**config.mk**
```make
export PLATFORM = sky130hd
export DESIGN_NAME = rgb_pwm_ctrl
export DESIGN_NICKNAME = d
export VERILOG_FILES = /design/src/rtl/rgb_pkg.sv /design/src/rtl/rgb_pwm_channel.sv /design/src/rtl/rgb_pwm_ctrl.sv
export SDC_FILE = /design/constraint.sdc
export NUM_CORES = 1
export LEC_CHECK = 0
export BUFFER_PORTS_ARGS = -buffer_cell sky130_fd_sc_hd__buf_2
export CORE_MARGIN = 1
export CORE_UTILIZATION = 45
export CTS_CLUSTER_SIZE = 25
export DETAILED_ROUTE_END_ITERATION = 10
export PLACE_DENSITY = 0.63
export SLEW_MARGIN = 15
export SYNTH_ARGS = -nofsm -noshare
export SYNTH_HDL_FRONTEND = slang
export SYNTH_HIERARCHICAL = 1
export SYNTH_SLANG_ARGS = --single-unit
```
**constraint.sdc**
```tcl
create_clock -name clk -period 4.5 [get_ports clk]
set_input_delay 1.125 -clock clk [delete_from_list [all_inputs] [get_ports clk]]
set_output_delay 1.125 -clock clk [all_outputs]
set_load 0.05 [all_outputs]
```
**src/rtl/rgb_pkg.sv**
```systemverilog
// rgb_pkg: mode/breathe encodings and switch-code colour table for the RGB PWM driver
package rgb_pkg;
   typedef enum logic [1:0] {
      MODE_STATIC  = 2'b00,
      MODE_BLINK   = 2'b01,
      MODE_BREATHE = 2'b10,
      MODE_OFF     = 2'b11
   } mode_t;
   typedef enum logic {RAMP_UP = 1'b0, RAMP_DOWN = 1'b1} ramp_dir_t;
   localparam logic [2:0] COL_00 = 3'b111;
   localparam logic [2:0] COL_01 = 3'b100;
   localparam logic [2:0] COL_10 = 3'b010;
   localparam logic [2:0] COL_11 = 3'b110;
   function automatic logic [2:0] sw_colour(input logic [1:0] code);
      return code == 2'b00 ? COL_00 : code == 2'b01 ? COL_01 : code == 2'b10 ? COL_10 : COL_11;
   endfunction
endpackage

```
**src/rtl/rgb_pwm_channel.sv**
```systemverilog
// rgb_pwm_channel: per-LED switch synchroniser, period-latched colour and registered PWM gate
module rgb_pwm_channel
   import rgb_pkg::*;
#(
   parameter int PWM_BITS = 8
) (
   input  logic                clk,
   input  logic                rst_n,
   input  logic [1:0]          sw,
   input  logic                start,
   input  logic [PWM_BITS-1:0] pwm_cnt,
   input  logic [PWM_BITS-1:0] duty,
   output logic [2:0]          rgb
);
   logic [1:0] sync1, sync2;
   logic [2:0] col_l, col;
   // the period-start cycle already uses the freshly latched colour
   assign col = start ? sw_colour(sync2) : col_l;
   always_ff @(posedge clk or negedge rst_n) begin
      if (!rst_n) begin
         sync1 <= '0;
         sync2 <= '0;
         col_l <= '0;
         rgb   <= '0;
      end else begin
         sync1 <= sw;
         sync2 <= sync1;
         if (start) col_l <= col;
         rgb <= col & {3{pwm_cnt < duty}};
      end
   end
endmodule

```
**src/rtl/rgb_pwm_ctrl.sv**
```systemverilog
// rgb_pwm_ctrl: multi-channel RGB PWM driver with static/blink/breathe/off modes.
// Define GAMMA_EN for squared (gamma) duty mapping; default is linear duty.
module rgb_pwm_ctrl
   import rgb_pkg::*;
#(
   parameter int CH        = 1,
   parameter int PWM_BITS  = 8,
   parameter int BLINK_DIV = 100,
   parameter int RAMP_DIV  = 4
) (
   input  logic                clk,
   input  logic                rst_n,
   input  logic [2*CH-1:0]     sw,
   input  logic [1:0]          mode,
   input  logic [PWM_BITS-1:0] bright,
   output logic [3*CH-1:0]     rgb
);
   localparam int BW = $clog2(BLINK_DIV + 1);
   localparam int RW = $clog2(RAMP_DIV + 1);
   localparam logic [PWM_BITS-1:0] P = '1;
   localparam logic [PWM_BITS-1:0] P_LAST = P - 1'b1;
   localparam logic [BW-1:0] BLINK_END = BW'(BLINK_DIV);
   localparam logic [RW-1:0] RAMP_END = RW'(RAMP_DIV);
   logic [PWM_BITS-1:0] pwm_cnt, duty_l, ramp, ramp_n, duty, duty_g, duty_eff;
   logic [BW-1:0] blink_cnt, blink_n, blink_inc;
   logic [RW-1:0] ramp_cnt, ramp_cnt_n, rc_inc;
   mode_t mode_l, mode_n;
   ramp_dir_t dir, dir_n;
   logic phase, phase_n, start, enter_blink, enter_breathe, step;
   assign start = pwm_cnt == '0;
   assign mode_n = mode_t'(mode);
   assign enter_blink = mode_n == MODE_BLINK && mode_l != MODE_BLINK;
   assign enter_breathe = mode_n == MODE_BREATHE && mode_l != MODE_BREATHE;
   assign blink_inc = blink_cnt + 1'b1;
   assign rc_inc = ramp_cnt + 1'b1;
   assign step = rc_inc == RAMP_END;
   always_comb begin
      phase_n = enter_blink ? 1'b1 : (mode_n == MODE_BLINK && blink_inc == BLINK_END) ? ~phase : phase;
      blink_n = enter_blink ? '0 : mode_n != MODE_BLINK ? blink_cnt : blink_inc == BLINK_END ? '0 : blink_inc;
   end
   // breathe ramp: saturating triangle between 0 and the current brightness
   always_comb begin
      ramp_n = ramp;
      dir_n = dir;
      ramp_cnt_n = ramp_cnt;
      if (enter_breathe) begin
         ramp_n = '0;
         dir_n = RAMP_UP;
         ramp_cnt_n = '0;
      end else if (mode_n == MODE_BREATHE) begin
         ramp_cnt_n = step ? '0 : rc_inc;
         if (ramp > bright) begin
            ramp_n = bright;
            dir_n = RAMP_DOWN;
         end else if (step && dir == RAMP_UP) begin
            if (ramp < bright) ramp_n = ramp + 1'b1;
            dir_n = ramp_n == bright ? RAMP_DOWN : RAMP_UP;
         end else if (step) begin
            if (ramp != '0) ramp_n = ramp - 1'b1;
            dir_n = ramp_n == '0 ? RAMP_UP : RAMP_DOWN;
         end
      end
   end
   always_comb begin
      duty = mode_n == MODE_STATIC ? bright :
             mode_n == MODE_BLINK ? (phase_n ? bright : '0) :
             mode_n == MODE_BREATHE ? (ramp_n < bright ? ramp_n : bright) : '0;
   end
`ifdef GAMMA_EN
   logic [2*PWM_BITS-1:0] sq;
   assign sq = {{PWM_BITS{1'b0}}, duty} * {{PWM_BITS{1'b0}}, duty};
   assign duty_g = duty == P ? P : sq[2*PWM_BITS-1:PWM_BITS];
`else
   assign duty_g = duty;
`endif
   assign duty_eff = start ? duty_g : duty_l;
   always_ff @(posedge clk or negedge rst_n) begin
      if (!rst_n) begin
         pwm_cnt   <= '0;
         duty_l    <= '0;
         mode_l    <= MODE_STATIC;
         phase     <= 1'b1;
         blink_cnt <= '0;
         ramp      <= '0;
         ramp_cnt  <= '0;
         dir       <= RAMP_UP;
      end else begin
         pwm_cnt <= pwm_cnt == P_LAST ? '0 : pwm_cnt + 1'b1;
         if (start) begin
            duty_l    <= duty_g;
            mode_l    <= mode_n;
            phase     <= phase_n;
            blink_cnt <= blink_n;
            ramp      <= ramp_n;
            ramp_cnt  <= ramp_cnt_n;
            dir       <= dir_n;
         end
      end
   end
   for (genvar k = 0; k < CH; k++) begin : g_ch
      rgb_pwm_channel #(.PWM_BITS(PWM_BITS)) u_ch (
         .clk    (clk),
         .rst_n  (rst_n),
         .sw     (sw[2*k+1:2*k]),
         .start  (start),
         .pwm_cnt(pwm_cnt),
         .duty   (duty_eff),
         .rgb    (rgb[3*k+2:3*k])
      );
   end
endmodule

```
* Yosys cells after proc, flatten, opt, wreduce, memory -nomap -nowiden
Cells that the tools add are included.
** Storage, ports and cells
- Bits in registers :: 48
- Latch bits :: 0
- Bits in writable memories :: 0
- ROM bits :: 0
- Input bits :: 14
- Output and inout bits :: 3
- Word-level logic and storage cells :: 92
- Memories :: 0
** Cells by class
- $add $sub $neg :: 5
- Multiply operators :: 0
- Div/mod/pow operators :: 0
- Order comparisons :: 4
- Eq/ne operators :: 12
- Shift-type cells :: 0
- Muxes and demuxes :: 42
- Bitwise logic cells :: 3
- Reduce and logical (&&, ||, !) cells :: 14
** Operators with widths (number)
- $mux W8 :: 23
- $lt A8 B8 Y1 :: 3
- $mux W3 :: 7
- $mux W7 :: 3
- $add A8 B1 Y8 const B :: 2
- $logic_not A8 Y1 :: 2
- $mux W1 :: 9
- $eq A8 B8 Y1 :: 1
- $eq A8 B8 Y1 const B :: 1
- $gt A8 B8 Y1 :: 1
- $reduce_bool A8 Y1 :: 1
- $sub A8 B1 Y8 const B :: 1
- $add A7 B1 Y7 const B :: 1
- $eq A7 B7 Y1 const B :: 1
- $eq A2 B1 Y1 const B :: 2
- $eq A2 B2 Y1 const B :: 2
- $logic_and A1 B1 Y1 :: 4
- $logic_not A2 Y1 :: 2
- $ne A2 B1 Y1 const B :: 2
- $ne A2 B2 Y1 const B :: 2
- $reduce_and A2 Y1 :: 2
- $reduce_bool A4 Y1 :: 1
- $add A3 B1 Y3 const B :: 1
- $and A3 B3 Y3 :: 1
- 4 further kinds :: 5

* Logic depth before layout (Yosys ltp)
- Word-level depth :: 20
- Depth in mapped cells :: 28
- Gate-level depth less buffers :: 26

* Hierarchy
The synthesis kept the hierarchy.
** Modules (own cells, without submodules)
- rgb_pwm_ctrl :: times used 1, cells an instance 412, area an instance 3417.0 µm², seq. area each 952.2 µm²
- rgb_pwm_channel :: times used 1, cells an instance 49, area an instance 506.7 µm², seq. area each 250.2 µm²

* Worst setup path after synthesis
No wires, ideal clock.
- Path kind :: input to register
- From :: in bright[1]
- To :: reg g_ch[0].u_ch.rgb[0]
- Setup time :: 94 ps
- Arrival :: 5443 ps
- Data required time :: 4406 ps
- Slack :: -1037 ps
- Stages :: 25
- Buffers on the path :: 1
- Cell sequence :: inv_1 ha_1 nor2b_1 o211ai_2 a21o_1 nand2_1 nor4_1 a21oi_1 nor3_1 a21oi_1 o21ai_0 ha_1 a21o_1 nand2_1 o21ai_0 o32ai_1 nand3_1 and3_1 buf_6 a221o_1 inv_1 ha_1 a211oi_2 o21ai_2 a211oi_1
** On the way
- Word-level cells in the longest chain between the ends :: 18
- Elaborated cells between the ends (all ways) :: 20
- Those cells by class :: 4 x order compare; 15 x mux; 1 x bitwise
** Ends and longest elaborated chain
- start: declaration :: RTL line rgb_pwm_ctrl.sv:15 : input logic [PWM_BITS-1:0] bright,
- $lt A8 B8 Y1 :: RTL line rgb_pwm_ctrl.sv:56 : if (ramp < bright) ramp_n = ramp + 1'b1;
- $mux W8 :: RTL line rgb_pwm_ctrl.sv:56
- $mux W8 :: RTL line rgb_pwm_ctrl.sv:55 : end else if (step && dir == RAMP_UP) begin
- $mux W8 :: RTL line rgb_pwm_ctrl.sv:52 : if (ramp > bright) begin
- $mux W8 :: RTL line rgb_pwm_ctrl.sv:50 : end else if (mode_n == MODE_BREATHE) begin
- $mux W8 :: RTL line rgb_pwm_ctrl.sv:46 : if (enter_breathe) begin
- $mux W8 :: RTL line rgb_pwm_ctrl.sv:55
- $mux W8 * :: RTL line rgb_pwm_ctrl.sv:52
- (+2 left out)
- net ramp_n[5] :: RTL line rgb_pwm_ctrl.sv:24 : logic [PWM_BITS-1:0] pwm_cnt, duty_l, ramp, ramp_n, duty, duty_g, duty_eff;
- $lt A8 B8 Y1 * :: RTL line rgb_pwm_ctrl.sv:67 : mode_n == MODE_BREATHE ? (ramp_n < bright ? ramp_n : bright) : '0;
- $mux W8 * (2 in a row) :: RTL line rgb_pwm_ctrl.sv:67
- $mux W8 * :: RTL line rgb_pwm_ctrl.sv:66 : mode_n == MODE_BLINK ? (phase_n ? bright : '0) :
- $mux W8 * :: RTL line rgb_pwm_ctrl.sv:65 : duty = mode_n == MODE_STATIC ? bright :
- $mux W8 *
- net duty_eff[2] :: RTL line rgb_pwm_ctrl.sv:24
- $lt A8 B8 Y1 * :: RTL line rgb_pwm_channel.sv:29 : rgb <= col & {3{pwm_cnt < duty}};
- $and A3 B3 Y3 * :: RTL line rgb_pwm_channel.sv:29
- end signal: assignment :: RTL line rgb_pwm_channel.sv:29
- end: declaration :: RTL line rgb_pwm_channel.sv:13 : output logic [2:0] rgb
The timed path passes the listed nets; every way through them passes the cells marked *. The select of a mux whose other input is x is not followed.
A chain may end at the register's enable or synchronous reset.

* Worst setup path in the final report
- From :: in bright[6]
- To :: reg g_ch[0].u_ch.rgb[1]
** On the way
- Word-level cells in the longest chain between the ends :: 18
- Elaborated cells between the ends (all ways) :: 20
- Those cells by class :: 4 x order compare; 15 x mux; 1 x bitwise
** Ends and longest elaborated chain (RTL line)
- $lt A8 B8 Y1 :: rgb_pwm_ctrl.sv:56
- $mux W8 :: rgb_pwm_ctrl.sv:56
- $mux W8 :: rgb_pwm_ctrl.sv:55
- $mux W8 :: rgb_pwm_ctrl.sv:52
- $mux W8 :: rgb_pwm_ctrl.sv:50
- $mux W8 :: rgb_pwm_ctrl.sv:46
- $mux W8 :: rgb_pwm_ctrl.sv:55
- $mux W8 * :: rgb_pwm_ctrl.sv:52
- (+2 left out)
- net ramp_n[7] :: rgb_pwm_ctrl.sv:24
- $lt A8 B8 Y1 :: rgb_pwm_ctrl.sv:67
- $mux W8 * (2 in a row) :: rgb_pwm_ctrl.sv:67
- $mux W8 * :: rgb_pwm_ctrl.sv:66
- $mux W8 * :: rgb_pwm_ctrl.sv:65
- $mux W8 *
- net duty_eff[7] :: rgb_pwm_ctrl.sv:24
- $lt A8 B8 Y1 * :: rgb_pwm_channel.sv:29
- $and A3 B3 Y3 * :: rgb_pwm_channel.sv:29
Marked as above.

==> impl_metrics.ini <==
[global_route]
antenna_found_initial = 0
grt_pass1_vias = 4038
grt_max_degree = 49
grt_usage_pct = 29.2
grt.overflow.total = 0
grt_pass1_wl_um = 20000

[clock_tree]
cts_tree = built
cts_root_buffer = clkbuf_8
h-tree-depth = 2
cts.path.max_buffers = 2
path_clk_slew_ns = 0.09
numCtsBuffers = 5
cts_sinks = 48
clk_latency_ns = 0.31
hold_buffers = 0

[sta]
finalMaxSlewViolations = 0
setup_viol = 10
whs_ns = 0.361
clock_skew_ns = 0.00492
max_freq_mhz = 188
min_period_ns = 5.33
tightest_slew_ns = 0.596
final-hold-violation-count = 0
fin_ws_ns = -0.825
slew_headroom_pct = 60.3
rsz0062_at_grt = yes
period_share_pct = 118

[synthesis]
ys_dominant_reg_cell = dfrtp_1
synthTopCellsByArea = dfrtp_1 (30%), ha_1 (8.9%), nand2_1 (5.0%)
yosysUniqueCellTypes = 73
yosysTopAreaCellShare_pct = 30.0
ys_seq_area_share_pct = 30.6
avgSynthCellArea_um2 = 8.51
synth_edf_count = 0
async_flop_share_pct = 100
ys_ff_latch = 48
synth_top_cell_by_area = dfrtp_1
synthesis.instances = 461
yosys_warnings = 6
synth_area_mm2 = 0.00392
syn-num-nets = 503

[worst_setup_path]
critPathArrivalTime_ns = 5.55
start_kind = input port
crit_path_end_kind = flip-flop
worstReg2RegEnd = g_ch[0].u_ch/rgb[1]
r2r_slack_ns = -0.35
critPathKind = in2reg
crit_slowest_cell = a221o_1
crit_family = compound AO/OA/AOI/OAI gates
max_stage_delay_ns = 0.32
required_ns = 4.73
timing.rr.start = ramp[7]
reg2regPathDepth = 27
path_buf_inv = 6
crit_fanout = 5

[final_layout]
final_common_cell = buf_4
synthToLayoutAreaGrowth_pct = 35.5
post-route-cell-area_mm2 = 0.00532
fin_nets = 607
fill_cells = 708
diodes = 0
final_cell_mix = buf_4 (99), nand2_1 (48), dfrtp_1 (47)
drive_above_1_share_pct = 38.0
final_util_pct = 63.7

[drt]
via_count = 4006
wl_per_cell_um = 18.8
ant_nets = 0
drt_first_pass_iters = 5
routed_wl_um = 12600
drc = 0
drt_iter0_markers = 395
via_per_inst = 5.97

[job]
drv_cap = 0

[die]
io_pins = 17
die_w_um = 95.4
die-area_mm2 = 0.00910
rows = 33
start_util_pct = 47.0
coreArea_mm2 = 0.00834
die_h_um = 95.4

[worst_hold_path]
min_to = g_ch[0].u_ch/sync2[1]
hold_path_class = reg2reg
holdPathStages = 0
hold_path_startpoint = g_ch[0].u_ch/sync1[1]

[place]
io_buffers = 16
gp_congestion = 0.952
dp_hpwl_um = 9020
placedInstanceArea_mm2 = 0.00476

[status]
outcome = finished, violations left
violations = negative setup slack

[power_and_ir_drop]
peakVddDrop_mv = 0.186
p_leak_uw = 0.00226
p_per_area_mw_per_mm2 = 188
power breakdown:
part           leakage, uW  internal, uW  switching, uW  total (uW)
Sequential        0.000604           445           6.49         452
Combinational      0.00161           116            148         264
Clock            0.0000522           129            154         283
Total              0.00226           690            309         999
worst max path at each step:
stage	to	cells past startpoint	start
6_report	g_ch[0].u_ch/rgb[1]	29	bright[6]
5_1_grt	g_ch[0].u_ch/rgb[2]	29	bright[7]
4_1_cts	g_ch[0].u_ch/rgb[0]	28	bright[6]
3_5_place_dp	g_ch[0].u_ch/rgb[1]	26	bright[1]
3_3_place_gp	g_ch[0].u_ch/rgb[0]	23	bright[7]
2_1_floorplan	g_ch[0].u_ch/rgb[0]	25	bright[1]
through the flow:
step	instances	setup slack, ns	setup TNS, ns	total power [uW]
2_1_floorplan	461	-0.584	-1.75	594
3_3_place_gp	647	-1.15	-6.70	680
3_5_place_dp	647	-1.27	-7.73	684
5_1_grt	671	-0.951	-4.20	1040
4_1_cts	668	-0.637	-1.89	990
6_report	671	-0.825	-3.02	999
sequential cells by signal, indices dropped and copies added (netlist names):
name / count
blink_cnt: 7
dir: 1
duty_l: 8
g_ch.u_ch/sync1: 2
phase: 1
ramp_cnt: 3
mode_l: 2
g_ch.u_ch/col_l: 3
ramp: 8
pwm_cnt: 8
g_ch.u_ch/sync2: 2
g_ch.u_ch/rgb: 3
cell usage after synthesis, types with 4 or more instances:
| master | instances |
|---|---|
| mux2_2 | 5 |
| nor3_1 | 15 |
| nand2b_1 | 5 |
| xor2_1 | 8 |
| ha_1 | 28 |
| buf_6 | 4 |
| or3_1 | 4 |
| and2_1 | 9 |
| a21o_1 | 4 |
| nor4_1 | 7 |
| o22ai_1 | 4 |
| clkbuf_1 | 7 |
| a211oi_1 | 6 |
| and3_1 | 5 |
| nor2_1 | 34 |
| nand3_1 | 17 |
| o21ai_0 | 34 |
| nand2_1 | 52 |
| a21oi_1 | 25 |
| a221o_1 | 9 |
| nand4_1 | 5 |
| dfrtp_1 | 47 |
| o31ai_1 | 5 |
| nor2b_1 | 8 |
| xnor2_1 | 14 |
| inv_1 | 29 |
layer usage:
metal | wire length (um) | up-vias | global-route usage [%]
li1 | - | 1884 | -
met4 | 482 | 0 | 14.6
met5 | 0 | - | 0
met2 | 6250 | 161 | 50.2
met1 | 5150 | 1912 | 35.4
met3 | 717 | 49 | 4.55
worst reg2reg max path: stages (launching register included):
cell      delay (ns)
dfrtp_1         0.42
ha_4            0.29
nand4_1         0.24
a21o_1          0.28
nand2_4         0.10
buf_6           0.11
nor3_4          0.04
a21oi_1         0.12
nor2_1          0.08
o211ai_1        0.23
a21oi_2         0.11
mux2_4          0.28
ha_4            0.31
nand3_4         0.10
nor2_4          0.14
nand2_4         0.08
nor3_4          0.19
a211oi_4        0.06
buf_4           0.15
a21oi_4         0.17
nor3_4          0.09
buf_4           0.14
a221o_1         0.32
inv_2           0.08
ha_4            0.22
a21oi_4         0.17
o21ai_4         0.09
a211oi_2        0.15
logic make-up (layout without fill, tap and decap cells):
family / after synthesis / after routing / synth area share [%]
and+or+nand+nor: 176 / 176 / 22.3
DFF: 48 / 48 / 30.6
adders and majority gates: 28 / 28 / 8.93
AOI/OAI and AO/OA: 130 / 130 / 23.9
xor gates and xnor gates: 22 / 22 / 4.91
muxes: 7 / 7 / 2.07
buffers and inverters: 50 / 155 / 7.17
repair_timing:
action,in CTS,in global routing
pin swaps,41,22
setup buffers,14,3
gates resized for setup,44,24
endpoints found under the setup margin,11,11
layout make-up:
class | count | area [um2] | area share, %
inverters | 31 | 136 | 2.57
flip-flops and latches | 48 | 1200 | 22.6
repair buffers | 116 | 880 | 16.5
clock buffers | 6 | 82.6 | 1.55
multi-input cells | 363 | 2870 | 53.9
well taps | 105 | 131 | 2.47
clock inverters | 2 | 17.5 | 0.330
(Power assumes the default switching activity.)
